[src/rtl/simon_pkg.sv]
`timescale 1ns/1ps
// simon_pkg: SIMON 64/96 constants, FSM state type and 32-bit word helpers.
// Latency: n/a (types, constants and pure functions only).
// Backpressure: n/a.
package simon_pkg;

    localparam int WORD_W           = 32;
    localparam int NUM_ROUNDS_64_96 = 42;
    localparam int KEY_WORDS_64_96  = 3;

    localparam logic [WORD_W-1:0] SIMON_C = 32'hFFFFFFFC;

    // z2 sequence, first element in the MSB: z_j = SIMON_Z2[61 - j]
    localparam logic [61:0] SIMON_Z2 = 62'b10101111011100000011010010011000101000010001111110010110110011;

    typedef enum logic [1:0] {
        IDLE    = 2'd0,
        EXPAND  = 2'd1,
        DECRYPT = 2'd2,
        DONE    = 2'd3
    } simonState_t;

    function automatic logic [WORD_W-1:0] rotl(input logic [WORD_W-1:0] v, input int n);
        return (v << n) | (v >> (WORD_W - n));
    endfunction

    function automatic logic [WORD_W-1:0] rotr(input logic [WORD_W-1:0] v, input int n);
        return (v >> n) | (v << (WORD_W - n));
    endfunction

    // SIMON round function f(v) = (S^1 v & S^8 v) ^ S^2 v
    function automatic logic [WORD_W-1:0] roundF(input logic [WORD_W-1:0] v);
        return (rotl(v, 1) & rotl(v, 8)) ^ rotl(v, 2);
    endfunction

    // z_j for j in 0..61
    function automatic logic zBit(input logic [5:0] idx);
        logic [5:0] pos;
        pos = 6'd61 - idx;
        return SIMON_Z2[pos];
    endfunction

endpackage

[src/rtl/simon_key_step.sv]
`timescale 1ns/1ps
// simon_key_step: one SIMON m=3 key-schedule step, C ^ z ^ k_far ^ S^-3(k_near) ^ S^-4(k_near).
// Latency: combinational.
// Backpressure: none; forward step uses (k[j], k[j+2]), inverse step uses (k[r], k[r-1]).
module simon_key_step
    import simon_pkg::*;
(
    input  logic [WORD_W-1:0] k_far,
    input  logic [WORD_W-1:0] k_near,
    input  logic              z_bit,
    output logic [WORD_W-1:0] k_out
);

    logic [WORD_W-1:0] nearMix;

    assign nearMix = rotr(k_near, 3) ^ rotr(k_near, 4);
    assign k_out   = SIMON_C ^ {{(WORD_W-1){1'b0}}, z_bit} ^ k_far ^ nearMix;

endmodule

[src/rtl/simon_decrypt_64_96.sv]
`timescale 1ns/1ps
// simon_decrypt_64_96: iterative SIMON 64/96 decryptor (key expansion, then one round per clock).
// Latency: 81 cycles accept->out_valid; 42 on a key-cache hit when SIMON_KEY_CACHE_EN is defined.
// Backpressure: one job in flight; in_ready only in IDLE, result held in DONE until out_ready.
module simon_decrypt_64_96
    import simon_pkg::*;
#(
    parameter int NUM_ROUNDS = NUM_ROUNDS_64_96,
    parameter int KEY_WORDS  = KEY_WORDS_64_96
) (
    input  logic        clk,
    input  logic        rst_n,
    input  logic [95:0] key_in,
    input  logic [63:0] ct_in,
    input  logic        in_valid,
    output logic        in_ready,
    output logic [63:0] pt_out,
    output logic        out_valid,
    input  logic        out_ready
);

    generate
        if (NUM_ROUNDS != NUM_ROUNDS_64_96 || KEY_WORDS != KEY_WORDS_64_96) begin : gBadParams
            $error("simon_decrypt_64_96 supports only NUM_ROUNDS=42 and KEY_WORDS=3");
        end
    endgenerate

    // last forward-expansion index (k[41] is produced at j=38) and first decrypt round
    localparam logic [5:0] EXPAND_LAST = 6'(NUM_ROUNDS - KEY_WORDS - 1);
    localparam logic [5:0] LAST_ROUND  = 6'(NUM_ROUNDS - 1);

    simonState_t state, nextState;

    logic [5:0]        roundCnt;
    logic [WORD_W-1:0] keyWin0, keyWin1, keyWin2;   // keyWin2 holds the newest/current key
    logic [WORD_W-1:0] dataX, dataY;
    logic [63:0]       ptOut;

    logic              acceptJob;
    logic              expandLast;
    logic [5:0]        zIdx;
    logic              stepZ;
    logic [WORD_W-1:0] stepFar, stepNear, stepKey;
    logic [WORD_W-1:0] newY;

    logic              cacheHit;
    logic [WORD_W-1:0] cacheK39, cacheK40, cacheK41;

    assign in_ready   = (state == IDLE);
    assign out_valid  = (state == DONE);
    assign pt_out     = ptOut;
    assign acceptJob  = (state == IDLE) && in_valid;
    assign expandLast = (state == EXPAND) && (roundCnt == EXPAND_LAST);

    // one key-step instance serves both directions; rounds r<3 need no new key, so z index is parked at 0
    assign stepFar  = (state == EXPAND) ? keyWin0 : keyWin2;
    assign stepNear = (state == EXPAND) ? keyWin2 : keyWin1;
    assign zIdx     = (state == EXPAND)    ? roundCnt :
                      (roundCnt >= 6'd3)   ? roundCnt - 6'd3 : 6'd0;
    assign stepZ    = zBit(zIdx);

    simon_key_step uKeyStep (
        .k_far  (stepFar),
        .k_near (stepNear),
        .z_bit  (stepZ),
        .k_out  (stepKey)
    );

    assign newY = dataX ^ roundF(dataY) ^ keyWin2;

`ifdef SIMON_KEY_CACHE_EN
    logic        cacheVld;
    logic [95:0] cacheKey;
    logic [95:0] jobKey;

    assign cacheHit = cacheVld && (key_in == cacheKey);

    // remember the job's key and capture {k39,k40,k41} as expansion completes
    always_ff @(posedge clk or negedge rst_n) begin
        if (!rst_n) begin
            cacheVld <= 1'b0;
            cacheKey <= '0;
            jobKey   <= '0;
            cacheK39 <= '0;
            cacheK40 <= '0;
            cacheK41 <= '0;
        end else begin
            if (acceptJob) begin
                jobKey <= key_in;
            end
            if (expandLast) begin
                cacheVld <= 1'b1;
                cacheKey <= jobKey;
                cacheK39 <= keyWin1;
                cacheK40 <= keyWin2;
                cacheK41 <= stepKey;
            end
        end
    end
`else
    assign cacheHit = 1'b0;
    assign cacheK39 = '0;
    assign cacheK40 = '0;
    assign cacheK41 = '0;
`endif

    // state register
    always_ff @(posedge clk or negedge rst_n) begin
        if (!rst_n) begin
            state <= IDLE;
        end else begin
            state <= nextState;
        end
    end

    // next-state: accept -> expand (or straight to decrypt on a cache hit) -> decrypt -> done
    always_comb begin
        nextState = state;
        case (state)
            IDLE: begin
                if (in_valid) begin
                    nextState = cacheHit ? DECRYPT : EXPAND;
                end
            end
            EXPAND: begin
                if (roundCnt == EXPAND_LAST) begin
                    nextState = DECRYPT;
                end
            end
            DECRYPT: begin
                if (roundCnt == 6'd0) begin
                    nextState = DONE;
                end
            end
            DONE: begin
                if (out_ready) begin
                    nextState = IDLE;
                end
            end
            default: nextState = IDLE;
        endcase
    end

    // datapath: key window, round counter, data halves and held plaintext
    always_ff @(posedge clk or negedge rst_n) begin
        if (!rst_n) begin
            roundCnt <= '0;
            keyWin0  <= '0;
            keyWin1  <= '0;
            keyWin2  <= '0;
            dataX    <= '0;
            dataY    <= '0;
            ptOut    <= '0;
        end else begin
            case (state)
                IDLE: begin
                    if (in_valid) begin
                        dataX <= ct_in[63:32];
                        dataY <= ct_in[31:0];
                        if (cacheHit) begin
                            keyWin0  <= cacheK39;
                            keyWin1  <= cacheK40;
                            keyWin2  <= cacheK41;
                            roundCnt <= LAST_ROUND;
                        end else begin
                            keyWin0  <= key_in[31:0];
                            keyWin1  <= key_in[63:32];
                            keyWin2  <= key_in[95:64];
                            roundCnt <= 6'd0;
                        end
                    end
                end
                EXPAND: begin
                    keyWin0 <= keyWin1;
                    keyWin1 <= keyWin2;
                    keyWin2 <= stepKey;
                    if (roundCnt == EXPAND_LAST) begin
                        roundCnt <= LAST_ROUND;
                    end else begin
                        roundCnt <= roundCnt + 6'd1;
                    end
                end
                DECRYPT: begin
                    dataX   <= dataY;
                    dataY   <= newY;
                    keyWin2 <= keyWin1;
                    keyWin1 <= keyWin0;
                    keyWin0 <= (roundCnt >= 6'd3) ? stepKey : '0;
                    if (roundCnt == 6'd0) begin
                        ptOut <= {dataY, newY};
                    end else begin
                        roundCnt <= roundCnt - 6'd1;
                    end
                end
                default: begin
                end
            endcase
        end
    end

endmodule

[config.mk]
export PLATFORM = sky130hd
export DESIGN_NAME = simon_decrypt_64_96
export DESIGN_NICKNAME = d
export VERILOG_FILES = /design/src/rtl/simon_pkg.sv /design/src/rtl/simon_key_step.sv /design/src/rtl/simon_decrypt_64_96.sv
export SDC_FILE = /design/constraint.sdc
export NUM_CORES = 1
export LEC_CHECK = 0
export CAP_MARGIN = 10
export CORE_MARGIN = 5
export CORE_UTILIZATION = 49
export CTS_BUF_LIST = sky130_fd_sc_hd__clkbuf_16
export DETAILED_ROUTE_END_ITERATION = 7
export MAX_ROUTING_LAYER = met4
export PLACE_DENSITY_LB_ADDON = 0.25
export SKIP_LAST_GASP = 1
export SLEW_MARGIN = 40
export SYNTH_ARGS = -nofsm -noshare
export SYNTH_HDL_FRONTEND = slang
export SYNTH_SLANG_ARGS = --single-unit
[constraint.sdc]
create_clock -name clk -period 3.22 [get_ports clk]
set_input_delay 0.644 -clock clk [delete_from_list [all_inputs] [get_ports clk]]
set_output_delay 0.644 -clock clk [all_outputs]
set_load 0.02 [all_outputs]
======== Word level (Yosys, flattened, before mapping) ========
Memory sizes are Yosys's and may differ from the RTL's.
Index checks and enable logic that the tools add are counted.
storage, ports and cells
  bits in registers ....................... 232
  latch bits .............................. 0
  bits in writable memories ............... 0
  ROM bits ................................ 64
  input bits .............................. 164
  output and inout port bits .............. 66
  memories ................................ 1
memories
  memory            depth  width  rd ports  clocked after memory_dff  wr ports  line             source
  (name not given)  64     1      1         0                         0         simon_pkg.sv:40  return SIMON_Z2[pos];
cells by class
  add/subtract/negate cells ............... 4
  multiply operators ...................... 0
  divide/modulo/power cells ............... 0
  magnitude comparators ................... 2
  eq/ne operators ......................... 9
  shift operators ......................... 0
  multiplexer cells ....................... 25
  bitwise operators ....................... 12
  reductions and logical operators ........ 9
operators with widths
  kind                   count
  $pmux W32 S3           3
  $mux W32               8
  $xor A32 B32 Y32       6
  $pmux W32 S2           2
  $and A32 B32 Y32       1
  $or A28 B32 Y32        1
  $or A29 B32 Y32        1
  $or A32 B1 Y32         1
  $or A32 B2 Y32         1
  $or A32 B8 Y32         1
  $mux W6                5
  $pmux W6 S3            1
  $mux W2                4
  $pmux W2 S4            1
  $lt A6 B7 Y1 const B   1
  $add A6 B1 Y6 const B  1
  $eq A6 B6 Y1 const B   1
  $ge A6 B2 Y1 const B   1
  $logic_not A6 Y1       1
  $ne A2 B2 Y1 const B   3
  $reduce_and A2 Y1      3
  $sub A6 B1 Y6 const B  1
  $sub A6 B2 Y6 const B  1
  $sub A6 B6 Y6 const A  1
  9 further kinds        11

======== Logic depth before layout (Yosys ltp) ========
Gate-level depths: netlist of run 1.
  word-level depth ........................ 10
  mapped depth ............................ 15

======== By module ========
Synthesis of run 1 repeated with hierarchy kept, for this count alone.
second synthesis, totals
  cell total of the unflattened synthesis .. 1571
  area, all modules ....................... 13830.8 um2
by module, submodules not included
  module               times used  cells each  area each (um2)
  simon_decrypt_64_96  1           1506        13261.5
  simon_key_step       1           65          569.3

======== Worst setup path after synthesis of run 1 ========
No wires, ideal clock.
  path type ............................... register -> register
  start point ............................. register roundCnt[0]
  end point ............................... register keyWin2[0]
  setup time .............................. 0.094 ns
  data arrival time ....................... 3.060 ns
  data required time ...................... 3.126 ns
  slack ................................... 0.066 ns
  cell stages (with the launch flop) ...... 14
  path buffers ............................ 1
  clock period less this slack ............ 3.154 ns
  path through ............................ dfrtp_1 buf_2 inv_1 ha_1 mux2_2 a21boi_2 ha_1 a21o_1 o22ai_4 nor2_1 o311a_1 o311a_1 mux2i_1 a211oi_1
between the ends
  word-level cells in the longest chain between the ends .. 9
  elaborated cells on any way between the ends .. 10
RTL lines
  what                                                  line                        source
  start: declaration                                    simon_decrypt_64_96.sv:34   logic [5:0] roundCnt;
  start signal: assignment                              simon_decrypt_64_96.sv:180  roundCnt <= roundCnt + 6'd1;
  start signal: assignment                              simon_decrypt_64_96.sv:192  roundCnt <= roundCnt - 6'd1;
  $sub A6 B2 Y6 / $ge A6 B2 Y1 (equally long branches)  simon_decrypt_64_96.sv:59   (roundCnt >= 6'd3) ? roundCnt - 6'd3 : 6'd0;
  $mux W6                                               simon_decrypt_64_96.sv:59
  $mux W6 *                                             simon_decrypt_64_96.sv:58   assign zIdx = (state == EXPAND) ? roundCnt :
  $sub A6 B6 Y6 *                                       simon_pkg.sv:39             pos = 6'd61 - idx;
  $mem_v2 Z64 W1 *                                      n/a
  $mux W1 (implied by the code) *                       simon_pkg.sv:40
  $xor A32 B32 Y32 * (2 in a row)                       simon_key_step.sv:17        assign k_out = SIMON_C ^ {{(WORD_W-1){1'b0}}, z_bit} ^ k_far ^ nearMix;
  $pmux W32 S3 *                                        simon_decrypt_64_96.sv:155  case (state)
  end signal: assignment                                simon_decrypt_64_96.sv:163  keyWin2 <= cacheK41;
  end signal: assignment                                simon_decrypt_64_96.sv:168  keyWin2 <= key_in[95:64];
  end signal: assignment                                simon_decrypt_64_96.sv:176  keyWin2 <= stepKey;
  end: declaration                                      simon_decrypt_64_96.sv:35   logic [WORD_W-1:0] keyWin0, keyWin1, keyWin2;
Mark *: on every way between the ends. The rest lies on a longest branch, timed or not. The select of a mux whose other input is x is not followed.
A chain may end at the register's enable or synchronous reset.

======== Worst setup path after layout of run 1 ========
  start point ............................. register state[1]
  end point ............................... register keyWin2[0]
between the ends
  word-level cells in the longest chain between the ends .. 8
  elaborated cells on any way between the ends .. 18
RTL lines
  what                           line                        source
  start: declaration             simon_decrypt_64_96.sv:32   simonState_t state, nextState;
  start signal: assignment       simon_decrypt_64_96.sv:112  state <= nextState;
  $eq A2 B1 Y1                   n/a
  $mux W6                        simon_decrypt_64_96.sv:58
  $sub A6 B6 Y6                  simon_pkg.sv:39
  $mem_v2 Z64 W1                 n/a
  $mux W1 (implied by the code)  simon_pkg.sv:40
  $xor A32 B32 Y32 (2 in a row)  simon_key_step.sv:17
  $pmux W32 S3                   simon_decrypt_64_96.sv:155
Several ways; a longest one is shown, not always the timed one. The select of a mux whose other input is x is not followed.

==> Implementation_results.wiki, run 1 <==
{| class="wikitable"
! Metric !! Value
|-
| Result of the run || finished clean
|-
| Total grt overflow || 0
|-
| Total I/O pin count || 230
|-
| Share of cell area taken by muxes after synthesis || 7.65%
|-
| Type of element capturing the critical path || flip-flop
|-
| Share of total power in sequential cells || 36.0%
|-
| Headroom to the max-slew limit || 48.4%
|-
| Share of synthesized flip-flops with an asynchronous set or reset || 100%
|-
| Upper clock frequency limit || 326 MHz
|-
| Worst IR drop on VDD || 0.000443 V
|-
| Top FF cell, synth || sky130_fd_sc_hd__dfrtp_1
|-
| Buffer and inverter count on the worst path || 2
|-
| Vias after detailed routing || 12138
|-
| Setup repair after global routing missed its margin || no
|-
| Crit path max-delay cell type || sky130_fd_sc_hd__dfrtp_1
|-
| Net switching share of the total power || 40.8%
|-
| Portion of the post-synthesis area used by sequential elements || 41.0%
|-
| Total power per unit cell area || 954 nW/um^2
|-
| Final Hold Vio Count || 0
|-
| Kind of cell adding the most delay to the critical path || compound AO/OA/AOI/OAI gates
|-
| Critical path fanouts, max || 7
|-
| DIE AREA || 32400 sq um
|-
| Maximum single-stage delay on the critical path || 370 ps
|-
| Fraction of power consumed by the clock network || 16.8%
|-
| Routed wire length per instance || 18.8 um
|-
| Placeable core region || 28600 sq um
|-
| Max Buffers Root-to-Sink || 3
|-
| Number of failing setup endpoints in the final timing report || 0
|-
| Syn Area/Cell || 8.69 sq um
|-
| Arrival time of data at the critical path endpoint || 3500 ps
|-
| Number of remaining DRC errors || 0
|-
| Die Span X || 180 um
|-
| Number of maximum-capacitance constraint violations || 0
|-
| Starting density of the core || 49.5%
|-
| Placer Congestion || 0.876
|-
| Final routed wirelength across all metal layers || 40900 um
|-
| Post-synthesis register bit count || 232
|-
| Half-perimeter wire length after detailed placement || 28800 um
|-
| Count of input and output buffers || 229
|-
| TritonCTS clock tree || built
|-
| Category of the worst setup path launch point || flip-flop
|-
| Internal || 0.00998 W
|-
| Final slew viol count || 0
|-
| Count of warnings emitted by yosys || 0
|-
| Total CTS buffers || 26
|-
| Wire length of the first global-routing pass || 64700 um
|-
| Total track usage || 24.9%
|-
| Total negative setup slack || 0 ps
|-
| Xor and xnor fraction of the mapped netlist area || 14.3%
|-
| Unique cell type count in the Yosys netlist || 53
|-
| Fraction of power consumed by combinational cells || 47.2%
|-
| Final-stage net count || 1947
|-
| Die outline height || 180 um
|-
| Main combinational cell family by area after synthesis || compound AO/OA/AOI/OAI gates
|-
| Clock Skew || 30.8 ps
|-
| CP Data Required Time || 3650 ps
|-
| Area added between synthesis and finish || 24.6%
|-
| Worst-skew pair later-pin latency || 550 ps
|-
| Class of the tightest hold or removal check || primary input to asynchronous set/reset pin
|-
| First DRT Iteration DRCs || 979
|-
| Simple-gate share of the synthesized area || 12.1%
|-
| Worst-margin pin slew || 774 ps
|-
| Routed Antenna Nets || 0
|-
| Antenna violations before repair || 4
|-
| Cell at the root of the clock tree || sky130_fd_sc_hd__clkbuf_16
|-
| Share of the cycle needed by the critical path after routing || 95.1%
|-
| Number of global-route vias before repair || 11794
|-
| Area of the mapped netlist || 14200 sq um
|-
| Synthesized net count || 1804
|-
| Layout Cells excl Fill || 2178
|-
| Pin count of the biggest net entering global routing || 168
|-
| Placement Rows || 62
|-
| Tmin final || 3060 ps
|-
| Synthesized-area fraction occupied by ao, oa, aoi and oai cells || 19.7%
|-
| Synth Area in Adders || 0.883%
|-
| Crit Path Category || flip-flop to flip-flop
|-
| DRT Pass-1 Iters || 7
|-
| Number of placed instances with taps included || 2125
|-
| Number of enable flip-flop cells after synthesis || 0
|-
| Critical path cell sequence || inv_1 > ha_4 > mux2_2 > a21boi_4 > ha_4 > o21ai_4 > o22ai_4 > buf_4 > nor3b_1 > o311a_1 > o311a_1 > mux2i_1 > a211oi_1
|-
| Number of vias per cell after detailed routing || 5.57
|-
| Number of standard cells after synthesis || 1630
|-
| Clock-pin transition on the worst setup and hold timing paths || 60 ps
|-
| Share of final-layout standard cells stronger than drive strength 1 || 6.48%
|-
| Number of levels the H-tree was split into || 1
|-
| Clock sink total || 232
|-
| Leakage dissipation || 7.66 nW
|-
| Switching power || 0.00687 W
|}
[cell usage after synthesis (2+ instances only)]
cell	number	area, sq um
sky130_fd_sc_hd__nor2_1	38	143
sky130_fd_sc_hd__nor3_1	8	40.0
sky130_fd_sc_hd__nand3_1	38	190
sky130_fd_sc_hd__a22oi_1	63	473
sky130_fd_sc_hd__o21ai_0	294	1470
sky130_fd_sc_hd__o22ai_1	3	18.8
sky130_fd_sc_hd__a31oi_1	2	12.5
sky130_fd_sc_hd__xnor2_1	104	911
sky130_fd_sc_hd__mux2i_1	70	701
sky130_fd_sc_hd__xor2_1	127	1110
sky130_fd_sc_hd__inv_1	10	37.5
sky130_fd_sc_hd__dfrtp_1	232	5810
sky130_fd_sc_hd__a21oi_1	5	25.0
sky130_fd_sc_hd__mux2_2	34	383
sky130_fd_sc_hd__a211oi_1	33	248
sky130_fd_sc_hd__a22o_1	4	35.0
sky130_fd_sc_hd__or3_1	2	12.5
sky130_fd_sc_hd__buf_2	7	35.0
sky130_fd_sc_hd__o211ai_1	3	22.5
sky130_fd_sc_hd__clkbuf_1	121	454
sky130_fd_sc_hd__a21o_1	34	255
sky130_fd_sc_hd__a311oi_1	2	17.5
sky130_fd_sc_hd__nand2_1	330	1240
sky130_fd_sc_hd__nor2b_1	5	31.3
sky130_fd_sc_hd__a211oi_2	2	25.0
sky130_fd_sc_hd__o311a_1	2	20.0
sky130_fd_sc_hd__a32o_1	4	40.0
sky130_fd_sc_hd__ha_1	10	125
sky130_fd_sc_hd__buf_1	19	71.3
[state kept, by name (all words and copies together) (netlist names)]
register	count
dataY	32
keyWin1	32
pt_out	64
keyWin0	32
state	2
keyWin2	32
roundCnt	6
dataX	32
[cell type report]
class                      instances  area, sq um
antenna                            4         10.0
clock buffer                      26          651
clock inverter                    19          154
fill                            2444        11000
inverter                          10         37.5
multi-input combinational       1239         7840
sequential                       232         5810
tap                              384          480
timing repair buffer             264         2680
[power groups by stage]
stage | logic [W] | registers, W | clock network (W)
global route | 0.00902 | 0.00620 | 0.00301
floorplan | 0.00709 | 0.00495 | 0
finish | 0.00796 | 0.00606 | 0.00283
CTS | 0.00801 | 0.00605 | 0.00289
detailed placement | 0.00792 | 0.00609 | 0
global placement | 0.00763 | 0.00605 | 0
[layout by cell type, fill, tap and decap left out, types with 25 or more instances in the layout]
cell type	n
sky130_fd_sc_hd__mux2_2	34
sky130_fd_sc_hd__nand2_1	330
sky130_fd_sc_hd__a22oi_1	63
sky130_fd_sc_hd__buf_4	25
sky130_fd_sc_hd__clkdlybuf4s50_1	228
sky130_fd_sc_hd__o21ai_0	294
sky130_fd_sc_hd__dfrtp_1	232
sky130_fd_sc_hd__xor2_1	127
sky130_fd_sc_hd__xnor2_1	104
sky130_fd_sc_hd__mux2i_1	69
sky130_fd_sc_hd__a21o_1	34
sky130_fd_sc_hd__nand3_1	37
sky130_fd_sc_hd__clkbuf_16	26
sky130_fd_sc_hd__nor2_1	38
sky130_fd_sc_hd__a211oi_1	33
[path summary, 6_finish.rpt]
kind,cells after the start,slack (ps),endpoint,start
min reg2reg,2,480,pt_out[29]$_DFFE_PN0P_,pt_out[29]$_DFFE_PN0P_
max,13,160,keyWin2[0]$_DFFE_PN0P_,state[1]$_DFFE_PN0P_
max in group asynchronous,2,2230,keyWin1[23]$_DFFE_PN0P_,rst_n
min,1,60,pt_out[48]$_DFFE_PN0P_,rst_n
max reg2reg,13,160,keyWin2[0]$_DFFE_PN0P_,state[1]$_DFFE_PN0P_
min in group clk,2,480,pt_out[29]$_DFFE_PN0P_,pt_out[29]$_DFFE_PN0P_
[per-stage QoR]
stage	setup slack [ps]	util (%)	cell area [sq um]	total power, W	hold slack, ps
floorplan	65.6	-	14200	0.0120	348
global placement	79.2	58.6	16800	0.0137	465
detailed placement	-10.5	58.6	16800	0.0140	470
CTS	51.9	61.4	17600	0.0169	107
global route	17.6	61.7	17700	0.0182	141
finish	157	61.7	17700	0.0168	64.2
[layer usage]
layer	GRT usage, %	share of wire [%]	up-vias
li1	-	-	5868
met1	33.0	43	5869
met2	40.1	49	320
met3	2.87	4.1	81
met4	8.92	3.7	0
met5	-	0	-
[cell families after synthesis]
group | Yosys count
buf+inv | 159
simple gates | 430
flops | 232
fa+ha+maj | 10
compound gates | 464
mux | 104
xor+xnor | 231
[repair_timing]
action / in CTS / in global routing
pin swaps: 0 / 1
setup buffers: 0 / 4
hold buffers: 0 / 0
endpoints found under the setup margin: 1 / 1
gates resized for setup: 1 / 4
Power figures use the tool's default switching activity.
==> run 2, diff against run 1 <==
--- a/config.mk
+++ b/config.mk
@@ -7,8 +7,8 @@
 export LEC_CHECK = 0
 export CAP_MARGIN = 10
 export CORE_MARGIN = 5
-export CORE_UTILIZATION = 49
-export CTS_BUF_LIST = sky130_fd_sc_hd__clkbuf_16
+export CORE_UTILIZATION = 51
+export CTS_BUF_LIST = sky130_fd_sc_hd__clkbuf_4 sky130_fd_sc_hd__clkbuf_8
 export DETAILED_ROUTE_END_ITERATION = 7
 export MAX_ROUTING_LAYER = met4
 export PLACE_DENSITY_LB_ADDON = 0.25
==> run 2 against run 1 <==
Utilization is 1.8 points higher. Sequential power is 0.8% lower. Die area fell by 3.7%. First-iteration DRC count decreased by 1.3%. Worst hold slack better by 22 ps. Critical path depth decreased by 1. Wire length shrank 1.9%. Total power fell by 1.2%. Clock-buffer cell count rose by 29. Largest cell class unchanged. Highest routed layer unchanged.
==> Implementation_results.wiki, run 2 (synthesis results as in run 1) <==
{| class="wikitable"
! Metric !! Value
|-
| Result of the run || finished clean
|-
| Routed wire length per instance || 18.4 um (-2.0%)
|-
| Number of global-route vias before repair || 11859 (+0.55%)
|-
| Vias after detailed routing || 12155 (+0.14%)
|-
| DRT Pass-1 Iters || 5 (-2)
|-
| Routed Antenna Nets || 0 (unchanged)
|-
| Final routed wirelength across all metal layers || 40100 um (-1.9%)
|-
| Wire length of the first global-routing pass || 63500 um (-1.8%)
|-
| Number of maximum-capacitance constraint violations || 0 (unchanged)
|-
| Upper clock frequency limit || 328 MHz (+0.47%)
|-
| Arrival time of data at the critical path endpoint || 3480 ps (-20 ps)
|-
| Die Span X || 177 um (-1.9%)
|-
| Placer Congestion || 0.881 (+0.54%)
|-
| Number of placed instances with taps included || 2118 (-0.33%)
|-
| Antenna violations before repair || 2 (-2)
|-
| Met3 WL post-DR || 1960 um (+16%)
|-
| Tmin final || 3050 ps (-14.3 ps)
|-
| DIE AREA || 31200 sq um (-3.7%)
|-
| Clock Skew || 48.1 ps (+17.3 ps)
|-
| Critical path fanouts, max || 8 (+1)
|-
| Worst-margin pin slew || 882 ps (+108 ps)
|-
| Number of levels the H-tree was split into || 2 (+1)
|-
| Final slew viol count || 0 (unchanged)
|-
| Sequential Area || 5810 sq um (about the same)
|-
| Pin count of the biggest net entering global routing || 169 (+0.60%)
|-
| Number of vias per cell after detailed routing || 5.57 (about the same)
|-
| Layout filler cell count || 2378 (-2.7%)
|-
| CTS Hold Buffers Added || 0 (unchanged)
|-
| Total grt overflow || 0 (unchanged)
|-
| Count of input and output buffers || 229 (unchanged)
|-
| Share of the cycle needed by the critical path after routing || 94.7% (-0.44 points)
|-
| Type of element capturing the critical path || flip-flop
|-
| Cell at the root of the clock tree || sky130_fd_sc_hd__clkbuf_8
|-
| Top Metal Used || met4
|-
| Wire length on met2 || 19600 um (-1.6%)
|-
| Area added between synthesis and finish || 23.8%
|-
| Die outline height || 177 um (-1.9%)
|-
| Total power per unit cell area || 949 nW/um^2 (-0.55%)
|-
| Share of final-layout standard cells stronger than drive strength 1 || 7.83% (+1.3 points)
|-
| Crit Path Category || flip-flop to flip-flop
|-
| Starting density of the core || 51.3% (+1.8 points)
|-
| Category of the worst setup path launch point || flip-flop
|-
| Clock-pin transition on the worst setup and hold timing paths || 60 ps (about the same)
|-
| Total CTS buffers || 40 (+54%)
|-
| Layout Cells excl Fill || 2181 (+0.14%)
|-
| Layout Cell Area excl Fill || 17500 sq um (-0.67%)
|-
| Number of flip-flops under the largest register name || 64 (unchanged)
|-
| Final-stage net count || 1959 (+0.62%)
|-
| Commonest cells after routing, fill and taps aside || 330 x sky130_fd_sc_hd__nand2_1, 294 x sky130_fd_sc_hd__o21ai_0, 231 x sky130_fd_sc_hd__dfrtp_1, 228 x sky130_fd_sc_hd__clkdlybuf4s50_1, 127 x sky130_fd_sc_hd__xor2_1
|-
| Placement Rows || 61 (-1.6%)
|-
| Number of remaining DRC errors || 0 (unchanged)
|-
| Total negative setup slack || 0 ps (unchanged)
|-
| Setup repair after global routing missed its margin || no
|-
| Worst IR drop on VDD || 0.000513 V (+16%)
|-
| Clock sink total || 232 (unchanged)
|-
| Placement Cell Area || 16800 sq um (-0.16%)
|-
| Headroom to the max-slew limit || 41.2% (-7.2 points)
|-
| Total I/O pin count || 230 (unchanged)
|-
| Half-perimeter wire length after detailed placement || 28000 um (-2.6%)
|-
| Total track usage || 26.1% (+1.1 points)
|-
| Worst-skew pair later-pin latency || 570 ps (+20 ps)
|-
| Max Buffers Root-to-Sink || 3 (unchanged)
|-
| Leakage dissipation || 7.60 nW (-0.76%)
|-
| Met1 wire length || 17400 um (-2.0%)
|-
| First DRT Iteration DRCs || 966 (-1.3%)
|-
| Final worst-path setup slack || 171 ps (+14.3 ps)
|-
| TritonCTS clock tree || built
|-
| Placeable core region || 27600 sq um (-3.5%)
|-
| Final Hold Vio Count || 0 (unchanged)
|-
| CP Data Required Time || 3650 ps (about the same)
|-
| Combined area of the multi-input logic cells || 7820 sq um (-0.35%)
|-
| Number of failing setup endpoints in the final timing report || 0 (unchanged)
|-
| Class of the tightest hold or removal check || primary input to asynchronous set/reset pin
|-
| Most common cell after layout, fill and taps aside || sky130_fd_sc_hd__nand2_1
|-
| Worst-case setup slack after placement || -41.3 ps (-30.9 ps)
|}
==> run 2: through the flow <==
stage	power, W	utilization, %	hold WS (ps)
3_3_place_gp	0.0136	60.6	463
2_1_floorplan	0.0120	-	348
5_1_grt	0.0181	63.5	123
3_5_place_dp	0.0140	60.6	470
6_report	0.0166	63.5	86.3
4_1_cts	0.0167	63.4	104
==> run 2: path summary, 6_finish.rpt <==
kind                                         start                     end  slack [ps]  cells after the start
min in group clk             pt_out[9]$_DFFE_PN0P_   pt_out[9]$_DFFE_PN0P_         480                      2
min                                          rst_n  pt_out[49]$_DFFE_PN0P_          90                      1
min reg2reg                  pt_out[9]$_DFFE_PN0P_   pt_out[9]$_DFFE_PN0P_         480                      2
max reg2reg                roundCnt[1]$_DFFE_PN0P_  keyWin2[0]$_DFFE_PN0P_         170                     12
max in group asynchronous                    rst_n  pt_out[31]$_DFFE_PN0P_        2340                      2
max                        roundCnt[1]$_DFFE_PN0P_  keyWin2[0]$_DFFE_PN0P_         170                     12
==> run 2: report_power, final <==
group | leakage, nW | total, W | switching, W | internal [W]
combinational | 4.36 | 0.00797 | 0.00366 | 0.00431
sequential | 2.84 | 0.00601 | 0.00195 | 0.00406
clock | 0.397 | 0.00266 | 0.00120 | 0.00146
==> run 2: routing by layer <==
| metal | vias up | track usage, % |
|---|---|---|
| met5 | - | - |
| met4 | 0 | 7.87 |
| met3 | 64 | 3.23 |
| met2 | 348 | 42.4 |
| met1 | 5867 | 34.5 |
| li1 | 5876 | - |
==> run 2: worst max-delay path, stage by stage, from the launching register on <==
cell	delay, ps
sky130_fd_sc_hd__dfrtp_2	400
sky130_fd_sc_hd__inv_1	70
sky130_fd_sc_hd__ha_1	310
sky130_fd_sc_hd__mux2_2	290
sky130_fd_sc_hd__a21boi_2	170
sky130_fd_sc_hd__ha_2	210
sky130_fd_sc_hd__a21o_1	190
sky130_fd_sc_hd__o22ai_4	240
sky130_fd_sc_hd__nor2_1	70
sky130_fd_sc_hd__o311a_1	330
sky130_fd_sc_hd__o311a_1	360
sky130_fd_sc_hd__mux2i_1	140
sky130_fd_sc_hd__a211oi_1	180
==> run 2: cell type report <==
cell class | instances | share of cell area (%)
Inverter | 10 | 0.214
Sequential cell | 232 | 33.1
Clock inverter | 3 | 0.328
Clock buffer | 55 | 3.96
Tap cell | 378 | 2.70
Multi-Input combinational cell | 1239 | 44.6
Timing Repair Buffer | 262 | 15.1
Antenna cell | 2 | 0.0285
==> run 2: timing repair <==
action	4_1_cts	5_1_grt
setup endpoints to repair	1	2
pin swaps	0	2
buffers inserted	1	2
resized for setup	1	2
